## src/rtl/bpm_uart_reporter_pkg.sv

```systemverilog
// Shared types, character constants and the double-dabble step for the BPM UART reporter.
// The conversion helper is pure combinational logic; no timing of its own.
package bpm_pkg;

  typedef enum logic [1:0] {
    ST_IDLE = 2'd0,
    ST_CONV = 2'd1,
    ST_SEND = 2'd2,
    ST_DONE = 2'd3
  } state_e;

  localparam logic [7:0] ASCII_ZERO = 8'h30;
  localparam logic [7:0] ASCII_CR   = 8'h0D;
  localparam logic [7:0] ASCII_LF   = 8'h0A;

  localparam int FRAME_BYTES   = 5;
  localparam int BITS_PER_CHAR = 10;

  // One double-dabble iteration over {hundreds, tens, ones, binary}: add 3 to any digit >= 5, then shift.
  function automatic logic [19:0] dd_step(input logic [19:0] s);
    logic [19:0] t;
    t = s;
    for (int i = 0; i < 3; i++) begin
      if (t[8+4*i +: 4] >= 4'd5) t[8+4*i +: 4] = t[8+4*i +: 4] + 4'd3;
    end
    return {t[18:0], 1'b0};
  endfunction

endpackage

```

## src/rtl/bpm_uart_reporter_if.sv

```systemverilog
// BPM result handshake: producer holds value/valid until the consumer pulses copied.
interface bpm_uart_reporter_if;
  logic [7:0] bpm_value;
  logic       bpm_valid;
  logic       bpm_copied;

  modport master (output bpm_value, output bpm_valid, input bpm_copied);
  modport slave  (input bpm_value, input bpm_valid, output bpm_copied);
endinterface

```

## src/rtl/bpm_uart_reporter_uart_tx_byte.sv

```systemverilog
// 8N1 byte transmitter; tx drops on the edge that samples start && ready.
// ready rises for the final stop-bit cycle so a start there chains the next byte with no idle gap.
module uart_tx_byte
  import bpm_pkg::*;
#(
  parameter int CLKS_PER_BIT = 16,
  parameter int CNT_W        = 16
) (
  input  logic       clk,
  input  logic       rst,
  input  logic       start,
  input  logic [7:0] data,
  output logic       tx,
  output logic       ready
);

  localparam logic [CNT_W-1:0] BAUD_LAST = CNT_W'(CLKS_PER_BIT - 1);
  localparam logic [CNT_W-1:0] BAUD_PRE  = CNT_W'(CLKS_PER_BIT - 2);
  localparam logic [3:0]       STOP_IDX  = 4'(BITS_PER_CHAR - 1);

  logic             active;
  logic [CNT_W-1:0] baud_cnt;
  logic [3:0]       bit_idx;
  logic [7:0]       shreg;

  always_ff @(posedge clk) begin
    if (rst) begin
      tx       <= 1'b1;
      ready    <= 1'b1;
      active   <= 1'b0;
      baud_cnt <= '0;
      bit_idx  <= '0;
      shreg    <= '0;
    end else if (start && ready) begin
      tx       <= 1'b0;
      ready    <= 1'b0;
      active   <= 1'b1;
      baud_cnt <= '0;
      bit_idx  <= '0;
      shreg    <= data;
    end else if (active) begin
      if (bit_idx == STOP_IDX && baud_cnt == BAUD_PRE) ready <= 1'b1;
      if (baud_cnt == BAUD_LAST) begin
        baud_cnt <= '0;
        if (bit_idx == STOP_IDX) begin
          active  <= 1'b0;
          bit_idx <= '0;
        end else begin
          // Ones shift in behind the data, so the ninth bit out is the stop bit.
          bit_idx <= bit_idx + 4'd1;
          tx      <= shreg[0];
          shreg   <= {1'b1, shreg[7:1]};
        end
      end else begin
        baud_cnt <= baud_cnt + 1'b1;
      end
    end
  end

endmodule

```

## src/rtl/bpm_uart_reporter.sv

```systemverilog
// Captures a BPM result, converts it to three ASCII digits and sends "DDD\r\n" over UART 8N1.
// First start bit 10 cycles after capture; new results are held off (no ack) until the frame ends.
module bpm_uart_reporter
  import bpm_pkg::*;
#(
  parameter int CLKS_PER_BIT = 16,
  parameter int CNT_W        = 16
) (
  input  logic               clk,
  input  logic               rst,
  input  logic               en,
  bpm_uart_reporter_if.slave bpm,
  output logic               tx,
  output logic               busy,
  output logic               frame_done
);

  localparam logic [1:0] IDLE = ST_IDLE;
  localparam logic [1:0] CONV = ST_CONV;
  localparam logic [1:0] SEND = ST_SEND;
  localparam logic [1:0] DONE = ST_DONE;

  localparam logic [3:0] CONV_STEPS = 4'd8;
  localparam logic [2:0] NUM_BYTES  = 3'(FRAME_BYTES);

  logic [1:0]  state;
  logic [7:0]  cap_reg;
  logic [19:0] bcd;
  logic [3:0]  step_cnt;
  logic [2:0]  launch_cnt;
  logic        start;
  logic        ready;
  logic [7:0]  tx_data;

  assign start = (state == SEND) && ready && (launch_cnt != NUM_BYTES);

  always_comb begin
    tx_data = ASCII_LF;
    case (launch_cnt)
      3'd0:    tx_data = ASCII_ZERO + {4'd0, bcd[19:16]};
      3'd1:    tx_data = ASCII_ZERO + {4'd0, bcd[15:12]};
      3'd2:    tx_data = ASCII_ZERO + {4'd0, bcd[11:8]};
      3'd3:    tx_data = ASCII_CR;
      default: tx_data = ASCII_LF;
    endcase
  end

  always_ff @(posedge clk) begin
    if (rst) begin
      state          <= IDLE;
      cap_reg        <= '0;
      bcd            <= '0;
      step_cnt       <= '0;
      launch_cnt     <= '0;
      bpm.bpm_copied <= 1'b0;
      busy           <= 1'b0;
      frame_done     <= 1'b0;
    end else begin
      bpm.bpm_copied <= 1'b0;
      frame_done     <= 1'b0;
      case (state)
        IDLE: begin
          if (en && bpm.bpm_valid) begin
            cap_reg        <= bpm.bpm_value;
            bpm.bpm_copied <= 1'b1;
            busy           <= 1'b1;
            step_cnt       <= '0;
            launch_cnt     <= '0;
            state          <= CONV;
          end
        end
        CONV: begin
          // Eight shifts, then one settle cycle that puts the first start bit at capture + 10.
          if (step_cnt == CONV_STEPS) begin
            state <= SEND;
          end else begin
            bcd      <= dd_step((step_cnt == 4'd0) ? {12'd0, cap_reg} : bcd);
            step_cnt <= step_cnt + 4'd1;
          end
        end
        SEND: begin
          if (start) begin
            launch_cnt <= launch_cnt + 3'd1;
          end else if (launch_cnt == NUM_BYTES && ready) begin
            state      <= DONE;
            frame_done <= 1'b1;
            busy       <= 1'b0;
          end
        end
        DONE:    state <= IDLE;
        default: state <= IDLE;
      endcase
    end
  end

  uart_tx_byte #(
    .CLKS_PER_BIT(CLKS_PER_BIT),
    .CNT_W       (CNT_W)
  ) u_tx (
    .clk  (clk),
    .rst  (rst),
    .start(start),
    .data (tx_data),
    .tx   (tx),
    .ready(ready)
  );

endmodule

```

## src/flat_wrapper.sv

```systemverilog
// flat-port wrapper written by rule: the top's interface ports become plain ports
module bpm_uart_reporter_flat import bpm_pkg::*;
#(
  parameter int CLKS_PER_BIT = 16,
  parameter int CNT_W        = 16
)
  (clk, rst, en, tx, busy, frame_done, bpm_bpm_value, bpm_bpm_valid, bpm_bpm_copied);
  bpm_uart_reporter_if bpm_i ();
  input  logic clk;
  input  logic rst;
  input  logic en;
  output logic tx;
  output logic busy;
  output logic frame_done;
  input wire logic [$bits(bpm_i.bpm_value)-1:0] bpm_bpm_value;
  input wire logic [$bits(bpm_i.bpm_valid)-1:0] bpm_bpm_valid;
  output wire logic [$bits(bpm_i.bpm_copied)-1:0] bpm_bpm_copied;
  assign bpm_i.bpm_value = bpm_bpm_value;
  assign bpm_i.bpm_valid = bpm_bpm_valid;
  assign bpm_bpm_copied = bpm_i.bpm_copied;
  bpm_uart_reporter #(.CLKS_PER_BIT(CLKS_PER_BIT), .CNT_W(CNT_W)) u_core (.clk(clk), .rst(rst), .en(en), .bpm(bpm_i), .tx(tx), .busy(busy), .frame_done(frame_done));
endmodule
```

## config.mk

```make
export PLATFORM = sky130hd
export DESIGN_NAME = bpm_uart_reporter_flat
export DESIGN_NICKNAME = d
export VERILOG_FILES = /design/src/rtl/bpm_uart_reporter_pkg.sv /design/src/rtl/bpm_uart_reporter_if.sv /design/src/rtl/bpm_uart_reporter_uart_tx_byte.sv /design/src/rtl/bpm_uart_reporter.sv /design/src/flat_wrapper.sv
export SDC_FILE = /design/constraint.sdc
export NUM_CORES = 1
export LEC_CHECK = 0
export ABC_AREA = 1
export BUFFER_PORTS_ARGS = -buffer_cell sky130_fd_sc_hd__buf_2
export CORE_MARGIN = 8
export CORE_UTILIZATION = 30
export CTS_CLUSTER_SIZE = 30
export DETAILED_ROUTE_END_ITERATION = 7
export PLACE_DENSITY = 0.48
export SLEW_MARGIN = 20
export SYNTH_ARGS = -nofsm -noshare
export SYNTH_HDL_FRONTEND = slang
export SYNTH_SLANG_ARGS = --single-unit
```

## constraint.sdc

```tcl
create_clock -name clk -period 2 [get_ports clk]
set_input_delay 0.1 -clock clk [delete_from_list [all_inputs] [get_ports clk]]
set_output_delay 0.1 -clock clk [all_outputs]
set_load 0.005 [all_outputs]
```

-- Word level (Yosys, flattened, before mapping)
Index checks and enable logic that the tools add are counted.
- register bits after elaboration: 70
- input port bits: 12
- output and inout port bits: 4
- add/sub/neg operators: 10
- order comparisons: 3
- equal/unequal tests: 19
- muxes and demuxes: 39
- bitwise gates (word level): 3
- reductions and logical operators: 26
- operators with widths (operator ; number):
    16-bit by 4-bit equality test with 1-bit output, second input constant ; 2
    8-bit two-way mux ; 4
    8-bit one-hot mux with 4 select lines ; 1
    6-bit by 4-bit adder with 7-bit output, first input constant ; 3
    20-bit two-way mux ; 1
    4-bit two-way mux ; 5
    16-bit by 1-bit adder with 16-bit output, second input constant ; 1
    1-bit two-way mux ; 16
    16-bit two-way mux ; 1
    4-bit by 3-bit greater-or-equal comparator with 1-bit output, second input constant ; 3
    2-bit != test, second input constant ; 5
    2-bit nonzero test ; 5
    3-bit two-way mux ; 3
    3-bit AND reduction ; 3
    4-bit by 1-bit adder with 4-bit output, second input constant ; 2
    4-bit by 2-bit adder with 4-bit output, second input constant ; 2
    4-bit equality test, second input constant ; 2
    2-bit two-way mux ; 4
    2-bit one-hot mux with 4 select lines ; 1
    4-bit one-hot mux with 2 select lines ; 1
    2-bit AND reduction ; 4
    4-bit AND reduction ; 2
    3-bit by 2-bit equality test with 1-bit output, second input constant ; 2
    1-bit logical AND ; 6
    16 further kinds ; 21

-- Longest topological paths before layout
Gate-level depths: netlist of the first run.
- depth after elaboration: 6
- mapped depth: 14
- gate-level depth less buffers: 14

-- By module
From an unflattened synthesis of the first run, not the netlist that was laid out.
- cells, all modules: 571
- area, all modules: 3948.8 sq um
- modules (own cells, without submodules) (module ; times used ; cells an instance ; area each (sq um) ; seq. area each (sq um)):
    bpm_uart_reporter ; 1 ; 321 ; 2284.7 ; 780.7
    uart_tx_byte ; 1 ; 250 ; 1664.1 ; 620.6

-- Worst setup path after synthesis of the first run
Ideal clock, no wire load.
- path kind: register to register
- start point: register u_core.step_cnt[0]
- end point: register u_core.bcd[9]
- library setup time: 0.109 ns
- data arrival time: 1.532 ns
- data required time: 1.891 ns
- setup slack: 0.359 ns
- stages on the path, launching flop included: 15
- path buffers: 0
- period minus slack after synthesis: 1.641 ns
- cell sequence: dfxtp_1 inv_1 ha_1 nand3_2 inv_1 nor2_1 inv_1 ha_1 nand2_1 nand2_1 nand2_1 nand2_1 nand3_1 nand2_1 inv_1
- cells in the longest elaborated chain, start to end: 4
- RTL lines (what ; line ; text):
    start: declaration ; bpm_uart_reporter.sv:29 ; logic [3:0] step_cnt;
    start signal: assignment ; bpm_uart_reporter.sv:78 ; step_cnt <= step_cnt + 4'd1;
    4-bit zero test ; bpm_uart_reporter.sv:77 ; bcd <= dd_step((step_cnt == 4'd0) ? {12'd0, cap_reg} : bcd);
    20-bit two-way mux ; bpm_uart_reporter.sv:77 ;
    4-bit by 2-bit adder with 4-bit output or 4-bit by 3-bit greater-or-equal comparator with 1-bit output (tied branches) ; bpm_uart_reporter_pkg.sv:24 ; if (t[8+4*i +: 4] >= 4'd5) t[8+4*i +: 4] = t[8+4*i +: 4] + 4'd3;
    4-bit two-way mux ; bpm_uart_reporter_pkg.sv:24 ;
    end signal: assignment ; bpm_uart_reporter.sv:77 ;
    end: declaration ; bpm_uart_reporter.sv:28 ; logic [19:0] bcd;
Several ways; a longest one is shown, not always the timed one.
A chain may end at the register's enable or synchronous reset.

-- Final worst setup path of the first run
Same ends and word-level chain as after synthesis.

==> impl_metrics.csv, run 1 <==
group,metric,value,unit
final_layout,n_fill_cell,1367,
worst_setup_path,end_kind,"flip-flop",
grt,grt_first_pass_wirelength,15.76,mm
floorplan,floorplan.core_area,12620,sq um
yosys,seq_area_frac_synth,0.3607,
place,gp_congestion,0.7976,
final_layout,drive_above_1_share,0.1523,
worst_setup_path,crit_path_cell_trace,"inv_1 -> ha_2 -> nand3_2 -> clkinvlp_4 -> buf_12 -> nor2_4 -> inv_1 -> ha_1 -> nand2_1 -> nand2_1 -> nand3_1 -> nand3_1 -> nand2_1 -> inv_1",
floorplan,initial_utilization,0.3079,
timing,fmax,0.5500,GHz
final_layout,area_of_the_multi_input_gates,2117,sq um
timing,max-slew-margin-rel,0.4578,
yosys,syn-num-nets,589,
worst_setup_path,critPathLaunchType,"flip-flop",
floorplan,placement_rows,41,
grt,grt.overflow.total,0,
worst_hold_path,hold-path-endpoint,"u_core.cap_reg[6]",
yosys,synthesis.instances,562,
final_layout,register_area,1404,sq um
worst_hold_path,timing.hold.worst.start,"bpm_bpm_value[6]",
yosys,synth.largest_area_cell,"dfxtp_1",
timing,worst-slew-pin-transition,812.3,ps
grt,antenna_found_initial,0,
timing,final_max_slew_viol_count,0,
worst_setup_path,criticalPathCategory,"flip-flop to flip-flop",
drt,drc_errors,0,
power_and_ir_drop,p_int,3.381,mW
timing,fin_setup_tns,0,ps
worst_setup_path,reg2reg_slack,180,ps
cts,tritoncts,"yes",
status,run_status,"finished clean",
final_layout,areaGrowthSynthToFinish,17.39,%
power_and_ir_drop,power.share.switching,0.3895,
worst_setup_path,slowest_stage,"dfxtp_2",
yosys,leading_post_synthesis_cells_by_cell_area,"dfxtp_1 (36%), nand2_1 (11%), inv_1 (7.6%)",
yosys,netlist.area_leader.share,0.3607,
cts,htree_num_levels,3,
cts,clk-insertion-delay-late,340,ps
timing,post_route_clock_skew,5.082,ps
power_and_ir_drop,pwr-share-comb,0.371,
final_layout,diodes,0,
power_and_ir_drop,power.sequential.fraction,0.338,
timing,final_hold_violation_count,0,
yosys,yosys_warning_total,0,
power_and_ir_drop,power.static_leakage,1.892,nW
worst_setup_path,rr_worst_depth,14,
drt,detailedRoute.firstIterationViolations,164,
worst_hold_path,min_path_type,"input pin to flip-flop",
power_and_ir_drop,ir_worst_vdd,0.4994,mV
timing,layout_setup_ws,181.8,ps
worst_hold_path,min_delay_path_depth,3,
grt,grt_usage,0.1161,
final_layout,reg.largest.list,"u_core.bcd x19, u_core.u_tx.baud_cnt x16",
place,place_hpwl,6.356,mm
yosys,syn-cell-area,3885,sq um
grt,grt_pass1_vias,3430,
cts,clock_pin_slew_on_the_worst_setup_and_hold_paths,60,ps
yosys,yosys_register_bits,70,
place,pre_cts_slack,170.0,ps
floorplan,die_height,129.8,um
cts,clockBufferDepth,2,
power_and_ir_drop,portion_of_total_power_attributed_to_the_clock_network,0.291,
floorplan,floorplan.die_area,16850,sq um
drt,detailroute.via_count,3525,
cts,numCtsBuffers,9,
cts,cts.sink_count,70,
power_and_ir_drop,p_total,5.538,mW
timing,timing.final.crit_period,1818,ps
worst_setup_path,critPathRequiredTime,2240,ps
worst_setup_path,worst_r2r_startpoint,"u_core.step_cnt[0]",
timing,post-route-period-util,0.9091,
floorplan,top_level_ports,16,
timing,setup_viol,0,
power_and_ir_drop,power_density,1214,nW/um^2
drt,drtPass1Iterations,6,
final_layout,final-instance-count-excl-fill,763,
yosys,yosysUniqueCellTypes,40,
worst_setup_path,arrival,2050,ps
place,post-place-cells,744,
power_and_ir_drop,total_switching_power,2.157,mW
cts,cts_root_buf,"clkbuf_16",
final_layout,nets,613,
worst_setup_path,r2r-end,"u_core.bcd[9]",
drt,wirelength,8.864,mm
drt,vias_per_cell,4.620,
drt,wl_per_cell,11.62,um
grt,grt_start_max_net_pins,26,
yosys,syn_area_cell,6.913,sq um
place,portBuffers,15,
final_layout,largest_register_ff_count,19,
run,maxCapViolations,0,
worst_setup_path,critical_path_peak_fanout,7,
final_layout,largest_register,"u_core.bcd",
floorplan,die_width,129.8,um
drt,ant_nets,0,
worst_setup_path,max_stage_delay,330,ps
## cell usage after synthesis
cell,instances
nand3b_1,3
nor2_1,65
ha_1,15
buf_4,1
clkinv_2,1
nand2_4,2
nor3_1,11
o21a_1,1
nand3_1,49
o21ai_0,33
buf_6,1
nand2_2,4
buf_2,6
nand4_1,8
clkbuf_1,4
o21bai_4,1
nor2_4,2
o211ai_1,7
nor3_4,1
and2_1,1
nor2_8,2
inv_2,7
or2_4,1
nand4_2,2
clkbuf_8,1
nor2_2,4
a21oi_1,44
a31oi_1,2
or2_1,1
buf_1,2
o21ai_1,5
clkinv_1,1
nand3_2,2
inv_1,79
dfxtp_1,70
a211oi_1,3
nor3_2,2
nand2_1,110
xor2_1,6
nand3_4,2
## area by class of cell
class	count	share of cell area
clock buffers	11	0.05322
clock inverters	5	0.01289
inverters	88	0.07353
multi-input cells	389	0.4642
flip-flops and latches	70	0.3078
well taps	172	0.04719
repair buffers	28	0.04115
## through the flow
stage / utilization / area (sq um) / hold WS (ps)
6_report: 0.3614 / 4561 / 43.00
5_1_grt: 0.3614 / 4561 / 52.91
4_1_cts: 0.3547 / 4477 / 33.18
3_5_place_dp: 0.3301 / 4165 / 351.8
3_3_place_gp: 0.3301 / 4165 / 348.5
2_1_floorplan: - / 3885 / 234.9
## placed cells by master (no fill, tap or decap), types with 3 or more instances in the layout
master      instances
a211oi_1            3
a21oi_1            44
buf_2              15
buf_4              11
clkbuf_16           9
clkinvlp_4          3
dfxtp_1            68
ha_1               12
ha_2                3
inv_1              78
inv_2               7
nand2_1           108
nand2_2             6
nand3_1            49
nand3b_1            3
nand4_1             8
nor2_1             58
nor2_2              7
nor2_4              6
nor3_1             11
o211ai_1            7
o21ai_0            33
o21ai_1             5
xor2_1              6
## per-layer routing
metal  part of all wire  global-route usage
met1               0.50              0.1447
met2               0.45              0.1844
met3              0.038             0.03060
met4              0.018             0.05191
met5                  0                   0
## worst max path at each step
stage	to	startpoint	slack (ps)	cells past startpoint
floorplan	u_core.bcd[9]	u_core.step_cnt[0]	360	14
CTS	u_core.u_tx.baud_cnt[11]	u_core.launch_cnt[1]	150	9
global placement	u_core.u_tx.baud_cnt[11]	u_core.launch_cnt[1]	160	9
finish	u_core.bcd[9]	u_core.step_cnt[0]	180	14
detailed placement	u_core.u_tx.baud_cnt[11]	u_core.launch_cnt[1]	170	9
global route	u_core.bcd[14]	u_core.step_cnt[0]	-5	15
## kinds of logic (layout without fill, tap and decap cells)
group	count (synthesis)	after routing	share of synthesized area
AO/OA/AOI/OAI	96	96	0.1349
XOR/XNOR	6	6	0.01353
adder cells (fa/ha/maj)	15	15	0.04831
buffers and inverters	103	132	0.1072
flip-flops	70	70	0.3607
AND/OR/NAND/NOR	272	272	0.3353
## critical path: cells and delay by family, from the launching register on
family / cells / cell delay (ps)
flip-flops: 1 / 330
buffers and inverters: 5 / 420
adder cells (fa/ha/maj): 2 / 410
AND/OR/NAND/NOR: 7 / 560
## power by group through the flow
stage	Clock, mW	Sequential (mW)	Combinational (mW)
floorplan	0	1.83	1.49
global placement	0	1.89	1.92
detailed placement	0	1.90	1.94
CTS	1.67	1.87	1.95
global route	1.74	1.90	2.39
finish	1.61	1.87	2.05
## what timing repair did
item,CTS,global route
resized for setup,0,19
hold endpoints to repair,1,0
hold buffers,1,0
endpoints found under the setup margin,0,11
buffers inserted,0,2
Note: power is estimated with default switching activity, not from simulation.
==> run 2, diff against run 1 <==
--- a/config.mk
+++ b/config.mk
@@ -7,11 +7,13 @@
 export LEC_CHECK = 0
 export ABC_AREA = 1
 export BUFFER_PORTS_ARGS = -buffer_cell sky130_fd_sc_hd__buf_2
+export CELL_PAD_IN_SITES_DETAIL_PLACEMENT = 1
+export CELL_PAD_IN_SITES_GLOBAL_PLACEMENT = 1
 export CORE_MARGIN = 8
 export CORE_UTILIZATION = 30
 export CTS_CLUSTER_SIZE = 30
 export DETAILED_ROUTE_END_ITERATION = 7
-export PLACE_DENSITY = 0.48
+export PLACE_DENSITY = 0.6
 export SLEW_MARGIN = 20
 export SYNTH_ARGS = -nofsm -noshare
 export SYNTH_HDL_FRONTEND = slang
==> run 2 against run 1 <==
Compared with the run above:
- combinational power increased by 6%
- largest power group unchanged
- register-to-register slack got worse by 70 ps
- fmax decreased by 3.5%
- first-iteration DRC count increased by 4.3%
- sequential share of layout area decreased by 0.88 points
- via count increased by 3.1%
- highest routed layer unchanged
==> impl_metrics.csv, run 2 (same netlist as run 1, synthesis figures left out) <==
group,metric,value,unit
status,run_status,"finished clean",
floorplan,top_level_ports,16,
place,dpl-instance-area,4165,sq um
floorplan,floorplan.die_area,16850,sq um
final_layout,nets,616,
timing,fmax,0.5305,GHz
timing,timing.final.crit_period,1885,ps
worst_hold_path,min_delay_path_depth,3,
final_layout,largest_register_ff_count,19,
floorplan,floorplan.core_area,12620,sq um
timing,holdWs,35.53,ps
final_layout,register_area,1404,sq um
timing,post_route_clock_skew,7.239,ps
grt,grt_first_pass_wirelength,17.62,mm
cts,numCtsBuffers,9,
timing,layout_setup_ws,115.0,ps
drt,detailedRoute.firstIterationViolations,171,
cts,htree_num_levels,3,
cts,clockBufferDepth,2,
worst_setup_path,arrival,2120,ps
cts,cts.sink_count,70,
cts,tritoncts,"yes",
worst_setup_path,reg2reg_slack,110,ps
worst_setup_path,end_kind,"flip-flop",
worst_setup_path,critPathCapture,"u_core.bcd[17]",
final_layout,areaGrowthSynthToFinish,20.84,%
final_layout,largest_register,"u_core.bcd",
drt,detailroute.via_count,3633,
drt,wirelength,10.36,mm
final_layout,area_of_the_multi_input_gates,2158,sq um
final_layout,n_fill_cell,1600,
grt,grt_start_max_net_pins,26,
power_and_ir_drop,power_density,1291,nW/um^2
worst_setup_path,r2r-end,"u_core.bcd[17]",
drt,vias_per_cell,4.743,
timing,worst-slew-pin-transition,758.6,ps
timing,post-route-period-util,0.9425,
run,maxCapViolations,0,
cts,cts_root_buf,"clkbuf_16",
drt,ant_nets,0,
place,pre_cts_slack,50.78,ps
timing,max-slew-margin-rel,0.4937,
worst_setup_path,critPathRequiredTime,2240,ps
worst_setup_path,critical_path_peak_fanout,7,
final_layout,drive_above_1_share,0.1734,
final_layout,top_library_cells_by_usage_in_the_layout_fill_and_taps_aside,"nand2_1 (104), inv_1 (77), dfxtp_1 (68)",
worst_setup_path,rr_worst_depth,14,
floorplan,placement_rows,41,
place,place_hpwl,7.427,mm
timing,final_max_slew_viol_count,0,
final_layout,postLayoutCellArea,4695,sq um
grt,antenna_found_initial,0,
floorplan,die_height,129.8,um
floorplan,initial_utilization,0.3079,
grt,grt_pass1_vias,3755,
timing,final_hold_violation_count,0,
floorplan,die_width,129.8,um
place,portBuffers,15,
place,gp_congestion,0.7802,
power_and_ir_drop,power.static_leakage,1.949,nW
cts,clk-insertion-delay-late,340,ps
final_layout,diodes,0,
final_layout,reg.largest.list,"u_core.bcd x19, u_core.u_tx.baud_cnt x16",
final_layout,final_common_cell,"nand2_1",
power_and_ir_drop,ir_worst_vdd,0.5076,mV
worst_setup_path,criticalPathCategory,"flip-flop to flip-flop",
grt,grt_usage,0.1314,
grt,grt.overflow.total,0,
timing,setup_viol,0,
worst_hold_path,min_path_type,"input pin to flip-flop",
drt,wl_per_cell,13.52,um
cts,clock_pin_slew_on_the_worst_setup_and_hold_paths,60,ps
drt,drc_errors,0,
drt,drtPass1Iterations,4,
worst_setup_path,critPathLaunchType,"flip-flop",
worst_setup_path,worst_r2r_startpoint,"u_core.step_cnt[0]",
worst_setup_path,timing.critical_path.from,"u_core.step_cnt[0]",
[run 2: area by class of cell]
cell class,count,share of cell area
multi-input combinational,389,0.4598
sequential,70,0.2990
inverter,88,0.07143
clock buffer,10,0.05091
tap,172,0.04584
timing repair buffer,31,0.04478
clock inverter,6,0.02825
[run 2: through the flow]
stage / total power [mW] / util / setup TNS (ps) / instances
finish: 6.060 / 0.3720 / 0 / 766
global route: 6.529 / 0.3720 / -99.67 / 766
CTS: 5.972 / 0.3603 / 0 / 761
detailed placement: 3.903 / 0.3301 / 0 / 744
global placement: 3.835 / 0.3301 / 0 / 744
floorplan: 3.321 / - / 0 / 562
[run 2: how the worst min path moves through the flow]
| stage | startpoint | endpoint | slack [ps] |
|---|---|---|---|
| floorplan | bpm_bpm_value[0] | u_core.cap_reg[0] | 230 |
| global placement | bpm_bpm_value[0] | u_core.cap_reg[0] | 340 |
| detailed placement | bpm_bpm_value[0] | u_core.cap_reg[0] | 340 |
| CTS | bpm_bpm_value[7] | u_core.cap_reg[7] | 20 |
| global route | bpm_bpm_value[6] | u_core.cap_reg[6] | 50 |
| finish | bpm_bpm_value[6] | u_core.cap_reg[6] | 40 |
[run 2: critical path: stages (launching register included)]
cell,delay (ps)
dfxtp_2,340
inv_1,70
ha_2,200
nand3_2,100
clkinvlp_4,110
buf_12,160
nor2_2,120
inv_1,50
ha_2,180
nand2_1,80
nand2_2,80
nand3_2,70
nand3_1,90
nand2_1,90
inv_1,40
[run 2: layer usage]
metal / global-route usage / part of all wire / vias to the layer above / wire [um]
met3: 0.03427 / 0.031 / 12 / 318
met5: 0 / 0 / - / 0
met2: 0.2178 / 0.46 / 32 / 4791
met1: 0.1610 / 0.49 / 1716 / 5092
li1: - / - / 1873 / -
met4: 0.04713 / 0.015 / 0 / 155
[run 2: report_power, final]
group	internal, mW	switching [mW]
Clock	1.38	0.628
Sequential	1.66	0.230
Combinational	0.754	1.42
[run 2: what timing repair did]
action	CTS	global route
hold buffers	1	0
resized for setup	0	30
endpoints found under the hold margin	1	0
endpoints found under the setup margin	0	10
setup buffers	0	5
